--- src/rtl/flasher_pkg.sv ---
// rtl/flasher_pkg.sv - lamp kickback constants and arbiter FSM encoding
package flasher_pkg;

   localparam logic [15:0] LAMPS_OFF = 16'h0000;
   localparam logic [15:0] LAMPS_L5  = 16'h003F;
   localparam logic [15:0] LAMPS_L10 = 16'h07FF;
   localparam logic [15:0] LAMPS_ALL = 16'hFFFF;

   typedef enum logic [1:0] {
      ST_IDLE  = 2'd0,
      ST_GRANT = 2'd1,
      ST_WAIT  = 2'd2
   } arb_state_t;

   // True while the lamp vector rests on a kickback value where a flick is honoured
   function automatic logic in_window(input logic [15:0] lamps);
      return (lamps == LAMPS_OFF) || (lamps == LAMPS_L5) || (lamps == LAMPS_L10);
   endfunction

endpackage

--- src/rtl/rr_pick.sv ---
// rtl/rr_pick.sv - round-robin priority picker over a pending vector
module rr_pick #(
   parameter int NREQ  = 4,
   parameter int PTR_W = 2
) (
   input  logic [NREQ-1:0]  pending,
   input  logic [PTR_W-1:0] ptr,
   output logic [NREQ-1:0]  winner,
   output logic [PTR_W-1:0] winner_idx,
   output logic             valid
);

   function automatic logic [PTR_W-1:0] wrap_idx(input int base, input int off);
      int s;
      s = (base + off) % NREQ;
      return PTR_W'(s);
   endfunction

   // First set pending bit at or above ptr, wrapping at NREQ
   always_comb begin
      valid      = 1'b0;
      winner_idx = '0;
      for (int k = 0; k < NREQ; k++) begin
         if (!valid && pending[wrap_idx(int'(ptr), k)]) begin
            valid      = 1'b1;
            winner_idx = wrap_idx(int'(ptr), k);
         end
      end
      winner = valid ? ({{(NREQ-1){1'b0}}, 1'b1} << winner_idx) : '0;
   end

endmodule

--- src/rtl/flick_arbiter_ctrl.sv ---
// rtl/flick_arbiter_ctrl.sv - round-robin flick sequencer in front of the lamp flasher
module flick_arbiter_ctrl #(
   parameter int NREQ     = 4,
   parameter int HOLD_CYC = 2,
   parameter int TIMEOUT  = 255,
   parameter int RST_HOLD = 4
) (
   input  logic            clk,
   input  logic            rst,
   input  logic [NREQ-1:0] req,
   input  logic [15:0]     lamps,
   output logic            flick,
   output logic            flasher_rst,
   output logic [NREQ-1:0] gnt,
   output logic            busy,
   output logic [7:0]      kick_count
);
   import flasher_pkg::*;

   localparam int PTR_W = (NREQ > 1) ? $clog2(NREQ) : 1;

   arb_state_t       state, state_next;
   logic [NREQ-1:0]  req_q;
   logic [NREQ-1:0]  pending;
   logic [NREQ-1:0]  rise;
   logic [NREQ-1:0]  grant_mask;
   logic [PTR_W-1:0] rr_ptr;
   logic [NREQ-1:0]  pick_onehot;
   logic [PTR_W-1:0] pick_idx;
   logic             pick_valid;
   logic [15:0]      lamp_snap;
   logic [7:0]       hold_cnt;
   logic [7:0]       wait_cnt;
   logic             do_grant;
   logic             win;
   logic             sync1, sync2;
   logic [7:0]       rst_cnt;

   assign rise       = req & ~req_q;
   assign win        = in_window(lamps);
   assign grant_mask = do_grant ? pick_onehot : '0;

   rr_pick #(.NREQ(NREQ), .PTR_W(PTR_W)) u_pick (
      .pending    (pending),
      .ptr        (rr_ptr),
      .winner     (pick_onehot),
      .winner_idx (pick_idx),
      .valid      (pick_valid)
   );

   // Flasher reset: two-flop release, then stretched RST_HOLD cycles
   always_ff @(posedge clk or negedge rst) begin
      if (!rst) begin
         sync1       <= 1'b0;
         sync2       <= 1'b0;
         rst_cnt     <= 8'(RST_HOLD);
         flasher_rst <= 1'b1;
      end else begin
         sync1 <= 1'b1;
         sync2 <= sync1;
         if (!sync2)
            rst_cnt <= 8'(RST_HOLD);
         else if (rst_cnt != 8'd0)
            rst_cnt <= rst_cnt - 8'd1;
         flasher_rst <= !(sync2 && (rst_cnt == 8'd0));
      end
   end

   // FSM state register
   always_ff @(posedge clk or negedge rst) begin
      if (!rst)
         state <= ST_IDLE;
      else
         state <= state_next;
   end

   // Next state; a grant only starts on an open window with the flasher out of reset
   always_comb begin
      state_next = state;
      do_grant   = 1'b0;
      case (state)
         ST_IDLE: begin
            if (pick_valid && win && !flasher_rst) begin
               state_next = ST_GRANT;
               do_grant   = 1'b1;
            end
         end
         ST_GRANT: begin
            if (hold_cnt == 8'd0)
               state_next = ST_WAIT;
         end
         ST_WAIT: begin
            if ((lamps != lamp_snap) || (wait_cnt == 8'(TIMEOUT - 1)))
               state_next = ST_IDLE;
         end
         default: state_next = ST_IDLE;
      endcase
   end

   // Request capture, grant bookkeeping and registered outputs
   always_ff @(posedge clk or negedge rst) begin
      if (!rst) begin
         req_q      <= '0;
         pending    <= '0;
         rr_ptr     <= '0;
         lamp_snap  <= '0;
         hold_cnt   <= '0;
         wait_cnt   <= '0;
         kick_count <= '0;
         gnt        <= '0;
         flick      <= 1'b0;
         busy       <= 1'b0;
      end else begin
         req_q   <= req;
         // a fresh edge on the served source survives the clear
         pending <= (pending & ~grant_mask) | rise;
         gnt     <= grant_mask;
         flick   <= (state_next == ST_GRANT);
         busy    <= (state_next != ST_IDLE);
         if (do_grant) begin
            rr_ptr    <= (pick_idx == PTR_W'(NREQ - 1)) ? '0 : pick_idx + 1'b1;
            lamp_snap <= lamps;
            hold_cnt  <= 8'(HOLD_CYC - 1);
            if (kick_count != 8'hFF)
               kick_count <= kick_count + 8'd1;
         end else if ((state == ST_GRANT) && (hold_cnt != 8'd0)) begin
            hold_cnt <= hold_cnt - 8'd1;
         end
         if (state != ST_WAIT)
            wait_cnt <= 8'd0;
         else
            wait_cnt <= wait_cnt + 8'd1;
      end
   end

endmodule

--- config.mk ---
export PLATFORM = sky130hd
export DESIGN_NAME = flick_arbiter_ctrl
export DESIGN_NICKNAME = d
export VERILOG_FILES = /design/src/rtl/flasher_pkg.sv /design/src/rtl/rr_pick.sv /design/src/rtl/flick_arbiter_ctrl.sv
export SDC_FILE = /design/constraint.sdc
export NUM_CORES = 1
export LEC_CHECK = 0
export ABC_AREA = 0
export CORE_MARGIN = 4
export CORE_UTILIZATION = 30
export DETAILED_ROUTE_END_ITERATION = 8
export PLACE_DENSITY = 0.52
export SETUP_SLACK_MARGIN = 0.1
export SYNTH_ARGS = -nofsm -noshare
export SYNTH_HDL_FRONTEND = slang
export SYNTH_SLANG_ARGS = --single-unit
--- constraint.sdc ---
create_clock -name clk -period 2.37 [get_ports clk]
set_input_delay 0.3555 -clock clk [delete_from_list [all_inputs] [get_ports clk]]
set_output_delay 0.3555 -clock clk [all_outputs]
set_load 0.02 [all_outputs]
==> results of run 1 <==
worst reg2reg max path, stage by stage, from the launching register on:
cell and delay [ps]:
dfrtp_1 400, inv_1 60, ha_1 170, or3b_2 500, or3_1 350, or3b_2 470
a21boi_1 120
flip-flops by register name, summed over array words and instances (netlist names):
| signal | cells |
|---|---|
| sync1 | 1 |
| pending | 4 |
| hold_cnt | 8 |
| rr_ptr | 2 |
| flasher_rst | 1 |
| lamp_snap | 16 |
| wait_cnt | 8 |
| flick | 1 |
| state | 2 |
| rst_cnt | 8 |
| busy | 1 |
| gnt | 4 |
| req_q | 4 |
| kick_count | 8 |
| sync2 | 1 |
final cells by class:
class / instances / share of cell area (%)
sequential: 69 / 40.9
multi-input combinational: 199 / 34.5
timing repair buffer: 70 / 14.5
tap: 140 / 4.14
clock buffer: 11 / 3.34
inverter: 16 / 1.42
clock inverter: 5 / 1.18
cells by family (layout without fill, tap and decap cells):
family	Yosys count	count (layout)	synth area share, %
XOR/XNOR	35	35	9.24
other	1	1	0.113
AND/OR/NAND/NOR	114	114	18.8
multiplexers	19	19	6.71
flip-flops	69	69	52.1
buffers and inverters	24	102	4.11
AO/OA/AOI/OAI	21	21	5.51
adder cells (fa/ha/maj)	9	9	3.39
timing repair:
item	in CTS	in global routing
pin swaps	5	2
endpoints found under the hold margin	0	0
gates resized for setup	12	2
setup endpoints to repair	39	13
worst paths after layout:
kind,start,to,cells past startpoint
setup / recovery,lamps[9],lamp_snap[9],7
hold / removal,rst,hold_cnt[7],2
setup reg to reg,rst_cnt[0],rst_cnt[6],6
hold reg to reg,sync1,sync2,0
max in group asynchronous,rst,sync2,3
min in group clk,sync1,sync2,0
stage by stage:
| step | worst slack [ps] | total power (µW) |
|---|---|---|
| 6_report | 150 | 2600 |
| 2_1_floorplan | -19.2 | 1540 |
| 5_1_grt | 101 | 2750 |
| 3_5_place_dp | -413 | 1700 |
| 4_1_cts | 131 | 2650 |
| 3_3_place_gp | -385 | 1690 |
cell usage in the layout, fill, tap and decap left out, drive strengths merged, types with 10 or more instances in the layout:
cell type	count
mux2	17
and3	10
clkbuf	11
dfrtp	67
nand3	11
buf	35
inv	16
xnor2	23
nand2	17
nand4	10
xor2	12
clkdlybuf4s50	27
nor2	24
per-layer routing:
| layer | global-route usage [%] | up-vias | wire length, µm | share of wire, % |
|---|---|---|---|---|
| met5 | 0 | - | 0 | 0 |
| met4 | 3.61 | 0 | 49 | 0.76 |
| met3 | 3.80 | 6 | 272 | 4.2 |
| met2 | 16.3 | 32 | 2830 | 44 |
| met1 | 15.2 | 1107 | 3320 | 51 |
| li1 | - | 1157 | - | - |
power breakdown:
group	internal (µW)	total (µW)	switching (µW)
Combinational	193	366	174
Clock	508	934	426
Sequential	1250	1300	55.9
==> metrics.md, run 1 <==
| Metric | Value |
|---|---|
| Clock Latency Late Sink | 340 ps |
| Area of the mapped netlist | 3320 µm² |
| Routed Antenna Nets | 0 |
| Via count | 2302 |
| Detailed Place HPWL | 4.80 mm |
| Fraction of the yosys area taken by sequential cells | 52.1% |
| Max_cap viols | 0 |
| Core Region | 10800 µm² |
| Crit. End Element | flop |
| Crit path cell chain | dlygate4sd2_1 -> or4_4 -> or4_4 -> o22ai_4 -> and2_4 -> buf_6 -> mux2_2 |
| Leakage | 0.00195 µW |
| Port buffer count | 36 |
| Critical Path AT | 2450 ps |
| Slew Limit Headroom | 54.4% |
| Antenna diodes | 0 |
| CP peak stage delay | 540 ps |
| Post-synth top area share | 50.5% |
| Smallest hold slack | 123 ps |
| Die Ht | 113 µm |
| Seq. cell area | 1730 µm² |
| Yosys cell types | 47 |
| Std cell rows | 38 |
| Leading area contributor after synthesis | dfrtp_1 |
| Initial antenna violation count | 0 |
| RSZ-0062 raised after global routing | false |
| Root Buffer | clkbuf_8 |
| Post-CTS Hold Fix Bufs | 0 |
| Reg-to-reg setup timing slack | 230 ps |
| CP most frequent cell | or4_4 |
| Number of H-tree levels | 3 |
| Clock slew seen by the registers of the worst setup and hold paths | 70 ps |
| FILL cells | 1082 |
| Gpl congestion | 0.733 |
| Vias per cell | 4.51 |
| Tmin final | 2220 ps |
| Outcome | finished, final reports clean |
| Setup violators final | 0 |
| Area contributors post-synth | dfrtp_1 (51%), xnor2_1 (6.1%), mux2_2 (3.7%) |
| Synthesized area per cell | 11.4 µm² |
| Num ports | 37 |
| Peak supply drop | 0.294 mV |
| Placed Instances | 494 |
| Startpoint Class | input pin |
| TritonCTS clock tree | yes |
| Final Core Density | 39.0% |
| Total Wirelength | 6.48 mm |
| DRT iter0 DRCs | 55 |
| Design Area, Final | 4230 µm² |
| Fmax | 450 MHz |
| Req. time, crit path | 2600 ps |
| Power density cells | 616 nW/µm² |
| Drt drc | 0 |
| Top-count cell post-synth | dfrtp_1 |
| Area post-placement | 4030 µm² |
| WL per Instance | 12.7 µm |
| Sink Count | 69 |
| Crit path buffers/inverters | 2 |
| Vias in the first global route | 2388 |
| Async SR Flop Fraction | 100% |
| Num CTS Buffers | 9 |
| Slew @ Worst Pin | 684 ps |
| Syn nets | 323 |
| Max-slew violation count | 0 |
| Total GRT Usage | 11.1% |
| Starting Density | 30.6% |
| Bufs on Longest Clock Path | 2 |
| Die ar. | 12800 µm² |
| #FFs+latches synth | 69 |
| Clk_skew | 9.26 ps |
| Largest delay contributor family on the critical path | simple AND/OR/NAND/NOR gates |
| Synth Instances | 292 |
| EDFF count, synth | 0 |
| Crit-path max FO | 5 |
| TNS Setup | 0 ps |
| Die X | 113 µm |
| Slowest cell on crit path | or4_4 |
| Yosys warnings | 0 |
| Area of the multi-input gates | 1460 µm² |
| Global-route wire length before repair | 11.5 mm |
| Hold Crit Class | in -> async |
| Most frequent cells after synthesis | dfrtp_1 (67), nor2_1 (24), xnor2_1 (23) |
| Most used DFF post-synth | dfrtp_1 |
| Final non-filler cell total | 510 |
| Crit Path Class | in -> reg |
| Pin count of the biggest net entering global routing | 54 |
| Final period util | 93.7% |
| First-pass DRT Iterations | 4 |
| Aggregate global routing overflow | 0 |
| # Post-CTS Setup Buffers | 0 |
| Fraction of layout cells with a size suffix above 1 | 21.1% |
| Synthesis-to-finish area growth | 27.4% |
| Final hold vios | 0 |
| Layout Nets | 396 |
Power figures use the tool's default switching activity.
==> run 2: changes to the inputs <==
==> constraint.sdc (replaced) <==
create_clock -name clk -period 2.37 [get_ports clk]
set_input_delay 0.474 -clock clk [delete_from_list [all_inputs] [get_ports clk]]
set_output_delay 0.474 -clock clk [all_outputs]
set_load 0.02 [all_outputs]
==> metrics.md, run 2 (synthesized netlist as in run 1, its figures left out) <==
| Metric | Value |
|---|---|
| Outcome | finished, final reports clean |
| Number of H-tree levels | 3 (unchanged) |
| Crit Path Class | in -> reg |
| Drt drc | 0 (unchanged) |
| Setup violators final | 0 (unchanged) |
| Core Region | 10800 µm² (unchanged) |
| Startpoint Class | input pin |
| Final hold vios | 0 (unchanged) |
| Fmax | 452 MHz (+0.31%) |
| Global-route wire length before repair | 11.4 mm (-0.31%) |
| Crit-path max FO | 5 (unchanged) |
| Area post-placement | 4050 µm² (+0.59%) |
| Total power | 2750 µW (+5.8%) |
| Power density cells | 640 nW/µm² (+3.9%) |
| Port buffer count | 36 (unchanged) |
| Crit path cell chain | clkdlybuf4s15_1 -> or4_4 -> or4_4 -> o22ai_4 -> and2_4 -> buf_6 -> mux2_4 |
| Antenna diodes | 0 (unchanged) |
| Total Wirelength | 6.50 mm (+0.36%) |
| Clock slew seen by the registers of the worst setup and hold paths | 80 ps (about the same) |
| Leading cell type in the layout, fill and taps excluded | dfrtp_1 |
| Vias in the first global route | 2378 (-0.42%) |
| First-pass DRT Iterations | 4 (unchanged) |
| TritonCTS clock tree | yes |
| Detailed Place HPWL | 4.71 mm (-1.9%) |
| CP most frequent cell | or4_4 |
| RSZ-0062 raised after global routing | true |
| Final period util | 93.4% (-0.29 points) |
| TNS Setup | 0 ps (unchanged) |
| Largest register FFs | 16 (unchanged) |
| Num ports | 37 (unchanged) |
| Die X | 113 µm (unchanged) |
| Most frequent cells in the layout | dfrtp_1 (67), buf_4 (31), nor2_1 (24), clkdlybuf4s50_1 (24), xnor2_1 (23) |
| Slew Limit Headroom | 66.7% (+12 points) |
| Req. time, crit path | 2590 ps (about the same) |
| Tmin final | 2210 ps (-6.92 ps) |
| Clock Latency Late Sink | 340 ps (about the same) |
| WL per Instance | 12.7 µm (+0.16%) |
| Largest register by flop count | lamp_snap |
| Die Ht | 113 µm (unchanged) |
| Root Buffer | clkbuf_8 |
| Layout Nets | 397 (+0.25%) |
| Reg-to-reg setup timing slack | 270 ps (+40 ps) |
| Final worst slack | 157 ps (+6.92 ps) |
| Design Area, Final | 4310 µm² (+1.9%) |
| Aggregate global routing overflow | 0 (unchanged) |
| CP peak stage delay | 510 ps (-30 ps) |
| Peak supply drop | 0.280 mV (-4.8%) |
| Reg2reg path depth | 6 (unchanged) |
| Pin count of the biggest net entering global routing | 70 (+30%) |
| Starting Density | 30.6% (unchanged) |
| Vias per cell | 4.50 (-0.20%) |
| Leakage | 0.00199 µW (+2.2%) |
| Max_cap viols | 0 (unchanged) |
| Bufs on Longest Clock Path | 2 (unchanged) |
| Worst r2r src | state[1] |
| Clk_skew | 10.9 ps (+1.59 ps) |
| Slew @ Worst Pin | 494 ps (-190 ps) |
| Hold Crit Class | in -> async |
| Std cell rows | 38 (unchanged) |
| FILL cells | 1076 (-0.55%) |
| DRT iter0 DRCs | 78 (+42%) |
| Critical Path AT | 2430 ps (-20 ps) |
| Via count | 2302 (unchanged) |
| Routed Antenna Nets | 0 (unchanged) |
| Total GRT Usage | 11.1% (+0.079 points) |
| Slowest cell on crit path | or4_4 |
| Initial antenna violation count | 0 (unchanged) |
| Fraction of layout cells with a size suffix above 1 | 22.4% (+1.3 points) |
| Max-slew violation count | 0 (unchanged) |
| Sink Count | 69 (unchanged) |
| Die ar. | 12800 µm² (unchanged) |
| Synthesis-to-finish area growth | 29.8% |
| Reg2reg end | kick_count[1] |
| Gpl congestion | 0.734 (+0.16%) |
| Place WS | -531 ps (-118 ps) |
| Num CTS Buffers | 9 (unchanged) |
| Crit. End Element | flop |
[run 2: repair_timing]
item	CTS	global route
hold buffers	0	0
endpoints found under the setup margin	45	22
pin swaps	6	6
setup buffers	0	0
gates resized for setup	19	12
[run 2: area by class of cell]
type | count | area (µm²) | share of cell area (%)
inverters | 16 | 60.1 | 1.39
multi-input cells | 199 | 1490 | 34.5
clock inverters | 4 | 70.1 | 1.63
flip-flops and latches | 69 | 1730 | 40.2
well taps | 140 | 175 | 4.07
clock buffers | 12 | 155 | 3.60
repair buffers | 71 | 632 | 14.7
[run 2: routing by layer]
metal	wire length, µm	up-vias	global-route usage, %
li1	-	1149	-
met1	3270	1113	15.7
met2	2890	35	16.0
met3	282	5	3.90
met4	57	0	3.61
met5	0	-	0
[run 2: worst max path at each step]
| stage | startpoint | end | slack [ps] | cells past startpoint |
|---|---|---|---|---|
| global route | lamps[11] | kick_count[1] | 100 | 7 |
| detailed placement | lamps[6] | lamp_snap[9] | -530 | 7 |
| finish | lamps[9] | lamp_snap[9] | 160 | 7 |
| CTS | lamps[9] | lamp_snap[9] | 90 | 7 |
| global placement | lamps[6] | lamp_snap[9] | -500 | 7 |
| floorplan | lamps[6] | lamp_snap[10] | -140 | 7 |
[run 2: through the flow]
step | hold WS, ps | utilization, % | instances
after floorplan | 178 | - | 292
after global routing | 161 | 39.7 | 511
after detailed placement | 345 | 37.4 | 495
after global placement | 332 | 37.4 | 495
final | 136 | 39.7 | 511
after CTS | 148 | 39.6 | 511
[run 2: worst max-delay path, delay by kind of cell]
kind / cells / cell delay, ps
AOI/OAI and AO/OA: 1 / 190
buffers and inverters: 2 / 300
and+or+nand+nor: 3 / 1170
muxes: 1 / 300
[run 2: power by group]
part | internal, µW | leakage (µW) | switching (µW)
sequential | 1250 | 0.000877 | 58.0
clock | 647 | 0.000116 | 428
combinational | 200 | 0.00100 | 175
